## config.mk

```make
export PLATFORM = sky130hd
export DESIGN_NAME = capture_readback_spi_slave_flat
export DESIGN_NICKNAME = d
export VERILOG_FILES = /design/src/rtl/capture_readback_spi_slave_if.sv /design/src/rtl/capture_readback_spi_slave.sv /design/src/flat_wrapper.sv
export SDC_FILE = /design/constraint.sdc
export NUM_CORES = 1
export LEC_CHECK = 0
export CORE_MARGIN = 3
export CORE_UTILIZATION = 58
export CTS_BUF_LIST = sky130_fd_sc_hd__clkbuf_8
export DETAILED_ROUTE_END_ITERATION = 10
export HOLD_SLACK_MARGIN = 0.06
export PLACE_DENSITY = 0.82
export SYNTH_ARGS = -nofsm -noshare
export SYNTH_HDL_FRONTEND = slang
export SYNTH_SLANG_ARGS = --single-unit
```

## constraint.sdc

```tcl
create_clock -name clk -period 2.4 [get_ports clk]
set_clock_uncertainty 0.1 [all_clocks]
set_input_delay 0.48 -clock clk [delete_from_list [all_inputs] [get_ports clk]]
set_output_delay 0.48 -clock clk [all_outputs]
set_load 0.01 [all_outputs]
```

## src/rtl/capture_readback_spi_slave_if.sv

```systemverilog
// rtl/capture_readback_spi_slave_if.sv - SPI host pins and capture-buffer read port bundle
interface capture_readback_spi_slave_if #(
  parameter int ADDR_W = 8,
  parameter int DATA_W = 12
);
  logic              spi_sclk;
  logic              spi_cs_n;
  logic              spi_mosi;
  logic              spi_miso;
  logic              spi_miso_oe;
  logic              spi_read;
  logic [ADDR_W-1:0] spi_address;
  logic [DATA_W-1:0] spi_data_in;
  logic              word_done;

  modport slave (
    input  spi_sclk, spi_cs_n, spi_mosi, spi_data_in,
    output spi_miso, spi_miso_oe, spi_read, spi_address, word_done
  );

  modport master (
    output spi_sclk, spi_cs_n, spi_mosi, spi_data_in,
    input  spi_miso, spi_miso_oe, spi_read, spi_address, word_done
  );
endinterface

```

## src/rtl/capture_readback_spi_slave.sv

```systemverilog
// rtl/capture_readback_spi_slave.sv - oversampled mode-0 SPI slave reading capture words by address
// Optional macro READBACK_PARITY_EN appends an even-parity bit after each word's LSB.
module capture_readback_spi_slave #(
  parameter int ADDR_W      = 8,
  parameter int DATA_W      = 12,
  parameter int RD_LATENCY  = 1,
  parameter int SYNC_STAGES = 2
) (
  input logic                          clk,
  input logic                          rst,
  capture_readback_spi_slave_if.slave  bus
);

`ifdef READBACK_PARITY_EN
  localparam int WORD_W = DATA_W + 1;
`else
  localparam int WORD_W = DATA_W;
`endif
  localparam int MAX_W = (ADDR_W > WORD_W) ? ADDR_W : WORD_W;
  localparam int CNT_W = $clog2(MAX_W + 1);
  localparam int LAT_W = $clog2(RD_LATENCY + 1);

  typedef enum logic [2:0] {IDLE, ADDR, ISSUE, WAIT, DATA} state_t;

  state_t                 state;
  logic [SYNC_STAGES-1:0] sclk_sync;
  logic [SYNC_STAGES-1:0] cs_sync;
  logic [SYNC_STAGES-1:0] mosi_sync;
  logic                   sclk_d;
  logic                   sclk_s;
  logic                   cs_s;
  logic                   mosi_s;
  logic                   rise;
  logic                   fall;
  logic                   armed;
  logic                   skip_fall;
  logic [CNT_W-1:0]       bit_cnt;
  logic [LAT_W-1:0]       lat_cnt;
  logic [ADDR_W-2:0]      addr_sr;
  logic [WORD_W-2:0]      data_sr;
  logic [WORD_W-1:0]      load_word;
  logic                   miso_q;
  logic                   oe_q;
  logic                   read_q;
  logic                   done_q;
  logic [ADDR_W-1:0]      addr_q;

  assign sclk_s = sclk_sync[SYNC_STAGES-1];
  assign cs_s   = cs_sync[SYNC_STAGES-1];
  assign mosi_s = mosi_sync[SYNC_STAGES-1];
  assign rise   = sclk_s & ~sclk_d;
  assign fall   = ~sclk_s & sclk_d;

`ifdef READBACK_PARITY_EN
  assign load_word = {bus.spi_data_in, ^bus.spi_data_in};
`else
  assign load_word = bus.spi_data_in;
`endif

  assign bus.spi_miso    = miso_q;
  assign bus.spi_miso_oe = oe_q;
  assign bus.spi_read    = read_q;
  assign bus.spi_address = addr_q;
  assign bus.word_done   = done_q;

  // cs_n chain resets low so a CS held low through reset never looks like a fresh select
  always_ff @(posedge clk or posedge rst) begin
    if (rst) begin
      sclk_sync <= '0;
      cs_sync   <= '0;
      mosi_sync <= '0;
      sclk_d    <= 1'b0;
    end else begin
      sclk_sync <= {sclk_sync[SYNC_STAGES-2:0], bus.spi_sclk};
      cs_sync   <= {cs_sync[SYNC_STAGES-2:0], bus.spi_cs_n};
      mosi_sync <= {mosi_sync[SYNC_STAGES-2:0], bus.spi_mosi};
      sclk_d    <= sclk_s;
    end
  end

  always_ff @(posedge clk or posedge rst) begin
    if (rst) begin
      state     <= IDLE;
      armed     <= 1'b0;
      skip_fall <= 1'b0;
      bit_cnt   <= '0;
      lat_cnt   <= '0;
      addr_sr   <= '0;
      data_sr   <= '0;
      miso_q    <= 1'b0;
      oe_q      <= 1'b0;
      read_q    <= 1'b0;
      done_q    <= 1'b0;
      addr_q    <= '0;
    end else begin
      read_q <= 1'b0;
      done_q <= 1'b0;
      if (cs_s) armed <= 1'b1;

      // Deselect wins over any edge seen in the same cycle
      if (cs_s && state != IDLE) begin
        state     <= IDLE;
        skip_fall <= 1'b0;
        bit_cnt   <= '0;
        lat_cnt   <= '0;
        addr_sr   <= '0;
        data_sr   <= '0;
        miso_q    <= 1'b0;
        oe_q      <= 1'b0;
      end else begin
        case (state)
          IDLE: begin
            bit_cnt <= '0;
            if (!cs_s && armed) state <= ADDR;
          end
          ADDR: begin
            if (rise) begin
              if (bit_cnt == CNT_W'(ADDR_W - 1)) begin
                addr_q  <= {addr_sr, mosi_s};
                bit_cnt <= '0;
                state   <= ISSUE;
              end else begin
                addr_sr <= {addr_sr[ADDR_W-3:0], mosi_s};
                bit_cnt <= bit_cnt + 1'b1;
              end
            end
          end
          ISSUE: begin
            read_q  <= 1'b1;
            lat_cnt <= '0;
            state   <= WAIT;
          end
          WAIT: begin
            if (lat_cnt == LAT_W'(RD_LATENCY)) begin
              miso_q    <= load_word[WORD_W-1];
              data_sr   <= load_word[WORD_W-2:0];
              oe_q      <= 1'b1;
              skip_fall <= 1'b1;
              bit_cnt   <= '0;
              state     <= DATA;
            end else begin
              lat_cnt <= lat_cnt + 1'b1;
            end
          end
          DATA: begin
            if (rise) begin
              if (bit_cnt == CNT_W'(WORD_W - 1)) begin
                done_q    <= 1'b1;
                addr_q    <= addr_q + 1'b1;
                bit_cnt   <= '0;
                skip_fall <= 1'b1;
                state     <= ISSUE;
              end else begin
                bit_cnt <= bit_cnt + 1'b1;
              end
            end else if (fall) begin
              // The first fall is the mode-0 turnaround; the MSB is already on MISO
              if (skip_fall) begin
                skip_fall <= 1'b0;
              end else begin
                miso_q  <= data_sr[WORD_W-2];
                data_sr <= {data_sr[WORD_W-3:0], 1'b0};
              end
            end
          end
          default: state <= IDLE;
        endcase
      end
    end
  end

endmodule

```

## src/flat_wrapper.sv

```systemverilog
// flat-port wrapper written by rule: the top's interface ports become plain ports
module capture_readback_spi_slave_flat 
#(
  parameter int ADDR_W      = 8,
  parameter int DATA_W      = 12,
  parameter int RD_LATENCY  = 1,
  parameter int SYNC_STAGES = 2
)
  (clk, rst, bus_spi_sclk, bus_spi_cs_n, bus_spi_mosi, bus_spi_data_in, bus_spi_miso, bus_spi_miso_oe, bus_spi_read, bus_spi_address, bus_word_done);
  capture_readback_spi_slave_if #(.ADDR_W(ADDR_W), .DATA_W(DATA_W)) bus_i ();
  input logic clk;
  input logic rst;
  input wire logic [$bits(bus_i.spi_sclk)-1:0] bus_spi_sclk;
  input wire logic [$bits(bus_i.spi_cs_n)-1:0] bus_spi_cs_n;
  input wire logic [$bits(bus_i.spi_mosi)-1:0] bus_spi_mosi;
  input wire logic [$bits(bus_i.spi_data_in)-1:0] bus_spi_data_in;
  output wire logic [$bits(bus_i.spi_miso)-1:0] bus_spi_miso;
  output wire logic [$bits(bus_i.spi_miso_oe)-1:0] bus_spi_miso_oe;
  output wire logic [$bits(bus_i.spi_read)-1:0] bus_spi_read;
  output wire logic [$bits(bus_i.spi_address)-1:0] bus_spi_address;
  output wire logic [$bits(bus_i.word_done)-1:0] bus_word_done;
  assign bus_i.spi_sclk = bus_spi_sclk;
  assign bus_i.spi_cs_n = bus_spi_cs_n;
  assign bus_i.spi_mosi = bus_spi_mosi;
  assign bus_i.spi_data_in = bus_spi_data_in;
  assign bus_spi_miso = bus_i.spi_miso;
  assign bus_spi_miso_oe = bus_i.spi_miso_oe;
  assign bus_spi_read = bus_i.spi_read;
  assign bus_spi_address = bus_i.spi_address;
  assign bus_word_done = bus_i.word_done;
  capture_readback_spi_slave #(.ADDR_W(ADDR_W), .DATA_W(DATA_W), .RD_LATENCY(RD_LATENCY), .SYNC_STAGES(SYNC_STAGES)) u_core (.clk(clk), .rst(rst), .bus(bus_i));
endmodule
```

# After elaboration in Yosys (flattened, before gate mapping)
# Cells that the tools add are included.
# word_totals
ff_bits,47
latchBits,0
ram_bits,0
mem_bits_ro,0
inputBits,17
output_inout_bits,12
word_cells,119
memories,0
# classes
add_sub_neg,3
mul,0
div,0
magnitude_cmp,0
n_eq_ne,22
shift,0
mux,53
n_bitwise,5
reduce_logical,20
# ops
op,n
11-bit two-way mux,5
8-bit two-way mux,4
7-bit two-way mux,4
4-bit two-way mux,6
11-bit one-hot mux with 2 select lines,1
3-bit two-way mux,7
3-bit by 1-bit inequality test with 1-bit output (second input constant),7
1-bit two-way mux,20
4-bit one-hot mux with 4 select lines,1
8-bit one-hot mux with 2 select lines,1
3-bit one-hot mux with 5 select lines,1
6-bit AND reduction,2
2-bit by 1-bit inequality test with 1-bit output (second input constant),5
2-bit nonzero test,5
3-bit nonzero test,3
8-bit by 1-bit adder with 8-bit output (second input constant),1
4-bit AND reduction,2
3-bit by 2-bit == test with 1-bit output (second input constant),2
3-bit inequality test (second input constant),2
1-bit one-hot mux with 2 select lines,3
5-bit AND reduction,1
5-bit nonzero test,1
4-bit by 1-bit adder with 4-bit output (second input constant),1
4-bit by 3-bit == test with 1-bit output (second input constant),1
13 further kinds,17

# Logic depth before layout (Yosys ltp)
# logic_depth
word_depth,6
mapped_depth,8

# Worst setup path before layout
# No wires, ideal clock.
# synth_path
path_type,register -> register
from,register u_core.sclk_d
to,register u_core.addr_sr[0]
setup_ns,0.121
t_arrival_ns,1.756
required_ns,2.179
slack_ns,0.423
stages_incl_launch_ff,9
n_path_buf,2
synth_period_minus_slack_ns,1.977
path_cell_list,dfrtp_1 inv_1 ha_1 buf_2 inv_1 or4_1 nor2b_1 buf_6 a22o_1
# synth_between
elab_chain_cells,4
# synth_rtl
item,line_no,rtl
from (decl),capture_readback_spi_slave.sv:29,logic sclk_d;
from (signal assigned),capture_readback_spi_slave.sv:77,sclk_d <= sclk_s;
1-bit NOT,capture_readback_spi_slave.sv:51,assign rise = sclk_s & ~sclk_d;
1-bit AND,capture_readback_spi_slave.sv:51,
2-bit nonzero test (no line),--,
3-bit AND reduction (no line),--,
to (signal assigned),capture_readback_spi_slave.sv:123,"addr_sr <= {addr_sr[ADDR_W-3:0], mosi_s};"
to (decl),capture_readback_spi_slave.sv:39,logic [ADDR_W-2:0] addr_sr;
# No other way between the ends.
# A chain may end at the register's enable or synchronous reset.

# Worst setup path in the final report
# layout_path
from,register u_core.sclk_d
to,register u_core.addr_sr[2]
# The elaborated chain is that of the path after synthesis.

==> results.json <==
{
  "fin_setup_tns_ns": 0,
  "clock-sinks": 47,
  "leakagePower_nw": 1.322,
  "drt-pass1-iter-count": 4,
  "die_w_microns": 70.93,
  "cts_tree": "done",
  "vias": 1950,
  "r2r_start": "u_core.sclk_d$_DFF_PP0_",
  "overflow": 0,
  "coreArea_sq_um": 3854,
  "grt_pass1_vias": 1885,
  "synth-warning-count": 0,
  "final_hold_viol_count": 0,
  "dp.cells": 317,
  "drc": 0,
  "htreeDepth": 2,
  "cts_buffer_depth": 2,
  "cts_hold_buf": 0,
  "synthCells": 245,
  "grt_pass1_wl_microns": 8638,
  "rsz0062_at_grt": "false",
  "synthArstFlopShare_pct": 100.0,
  "synthTopCellsByCount": "47 x dfrtp_1, 35 x nand2_1, 15 x a21oi_1",
  "fp-row-count": 22,
  "r2r_setup_slack_ns": 0.18,
  "placed_cell_area_sq_um": 2798,
  "io_pins": 29,
  "layout_min_cycle_time_ns": 2.221,
  "cts_buffers": 5,
  "synth-seq-cells": 47,
  "worst_hold_slack_ns": 0.2552,
  "required_ns": 2.54,
  "setup_violations": 0,
  "synth_top_area_share_pct": 48.11,
  "post-route-period-util_pct": 92.54,
  "wl_microns": 5106,
  "wl_per_cell_microns": 15.76,
  "grt_max_degree": 29,
  "hp-class": "flop to flop",
  "cts.repair.resized": 0,
  "synthesis.area_sq_um": 2445,
  "maxSlewViolCount": 0,
  "syn-mean-instance-area_sq_um": 9.979,
  "critPathKind": "flop to flop",
  "finalNetCount": 297,
  "place_congestion": 0.7854,
  "ir_drop_mv": 0.7303,
  "drt_iter0_drc": 139,
  "powerDensity_nw_per_um2": 982.5,
  "layout.cells.non_filler": 324,
  "synthesis.nets": 266,
  "worstMarginPinSlew_ns": 0.7061,
  "antenna_found_initial": 0,
  "synth_top_cell_by_area": "dfrtp_1",
  "synth_cell_types": 53,
  "ant_nets": 0,
  "max_freq_mhz": 450.2,
  "slew_headroom_pct": 52.93,
  "reg2reg_to": "u_core.addr_sr[2]$_DFFE_PP0P_",
  "outcome": "finished clean",
  "fp.dieH_microns": 70.93,
  "seq_area_frac_synth_pct": 48.11,
  "crit_arrival_ns": 2.36,
  "yosys-top-cells-area": "dfrtp_1 48%, mux2_2 6.0%, nand2_1 5.4%",
  "dieArea_sq_um": 5030,
  "post-route-util_pct": 75.26,
  "viasPerCell": 6.019,
  "startpoint": "u_core.sclk_d$_DFF_PP0_",
  "maxCapViolCount": 0,
  "synthFlopType": "dfrtp_1",
  "port_buffers": 28,
  "synth_edf_count": 0,
  "clk_pin_slew_ns": 0.08,
  "area_growth_pct": 18.63,
  "grt_usage_pct": 21.75,
  "critPathCaptureType": "flop",
  "post_cts_buffers": 0,
  "crit_path_max_fanout": 9,
  "endpoint": "u_core.addr_sr[2]$_DFFE_PP0P_",
  "hpwlAfterDp_microns": 3535,
  "antenna_cells": 0,
  "start_util_pct": 63.44,
  "reg2reg_depth": 6,
  "root_buffer": "clkbuf_8",
  "drive_gt1_share_pct": 13.41,
  "clock_latency_ns": 0.30,
  "crit_path_start_kind": "flop",
  "fillers": 299,
  "final_cell_area_sq_um": 2900,
  "synth.most_common_cell": "dfrtp_1"
}
==> worst min-delay path by stage <==
stage | startpoint | endpoint | slack, ns | cells after the start
2_1_floorplan | u_core.cs_sync[0]$_DFF_PP0_ | u_core.cs_sync[1]$_DFF_PP0_ | 0.23 | 0
4_1_cts | u_core.mosi_sync[0]$_DFF_PP0_ | u_core.mosi_sync[1]$_DFF_PP0_ | 0.25 | 0
3_3_place_gp | u_core.cs_sync[0]$_DFF_PP0_ | u_core.cs_sync[1]$_DFF_PP0_ | 0.23 | 0
3_5_place_dp | u_core.mosi_sync[0]$_DFF_PP0_ | u_core.mosi_sync[1]$_DFF_PP0_ | 0.24 | 0
5_1_grt | u_core.mosi_sync[0]$_DFF_PP0_ | u_core.mosi_sync[1]$_DFF_PP0_ | 0.27 | 0
6_report | u_core.mosi_sync[0]$_DFF_PP0_ | u_core.mosi_sync[1]$_DFF_PP0_ | 0.26 | 0
==> registers in the layout (all words and copies together) (netlist names), 2 cells and up <==
name                    count
u_core.bit_cnt              4
u_core.cs_sync              2
u_core.bus.spi_address      8
u_core.data_sr             11
u_core.addr_sr              7
u_core.sclk_sync            2
u_core.state                3
u_core.mosi_sync            2
==> power by group <==
group	total, mW	switching [mW]	internal [mW]
clock	0.552	0.251	0.301
combinational	1.06	0.487	0.575
sequential	1.24	0.224	1.01
total	2.85	0.962	1.89
==> routing by layer <==
metal,share of wire [%],GRT usage [%],wire (microns)
met3,4.2,5.540,212
met1,45,27.84,2286
met5,0,0,0
met2,49,35.12,2521
met4,1.7,9.186,85
==> cell usage in the layout, fill, tap and decap left out, types with 3 or more instances in the layout <==
cell type	count
ha_1	4
mux2_2	13
inv_1	7
nor2_1	13
nand2_1	35
nor3_1	6
dfrtp_1	47
a21oi_1	15
and3_1	3
and3b_1	3
nand2b_1	3
a2bb2oi_1	6
o22ai_1	3
nor2b_1	3
nand3_1	5
o21ai_0	9
clkbuf_8	5
buf_4	11
a22o_1	9
clkdlybuf4s50_1	28
a31oi_1	3
a21o_1	3
==> logic make-up after synthesis <==
family / count (synthesis) / share of synthesized area [%]
flops: 47 / 48.11
mux: 15 / 6.909
buf+inv: 23 / 4.964
xor+xnor: 1 / 0.3583
compound gates: 66 / 18.94
simple gates: 88 / 18.27
fa+ha+maj: 5 / 2.457
==> critical path, cell delays in order, from the launching register on <==
cell and delay (ns):
dfrtp_1 0.39, inv_1 0.07, ha_1 0.34, inv_1 0.15, or4_1 0.54, nor2_1 0.37, a22o_1 0.21
==> final cells by class <==
class	count	area [sq um]	share of cell area [%]
clock buffers	5	68.82	2.373
flip-flops and latches	47	1176	40.55
clock inverters	2	33.78	1.165
inverters	7	26.28	0.9060
multi-input cells	175	1152	39.73
repair buffers	40	382.9	13.20
well taps	48	60.06	2.071
==> through the flow <==
| stage | setup slack [ns] | total power [mW] |
|---|---|---|
| final | 0.1789 | 2.850 |
| after global routing | 0.02745 | 3.035 |
| after CTS | 0.2000 | 2.867 |
| after detailed placement | 0.2136 | 2.310 |
| after global placement | 0.2685 | 2.268 |
| after floorplan | 0.4230 | 1.927 |
No activity file was read; power rests on OpenSTA's default activity.
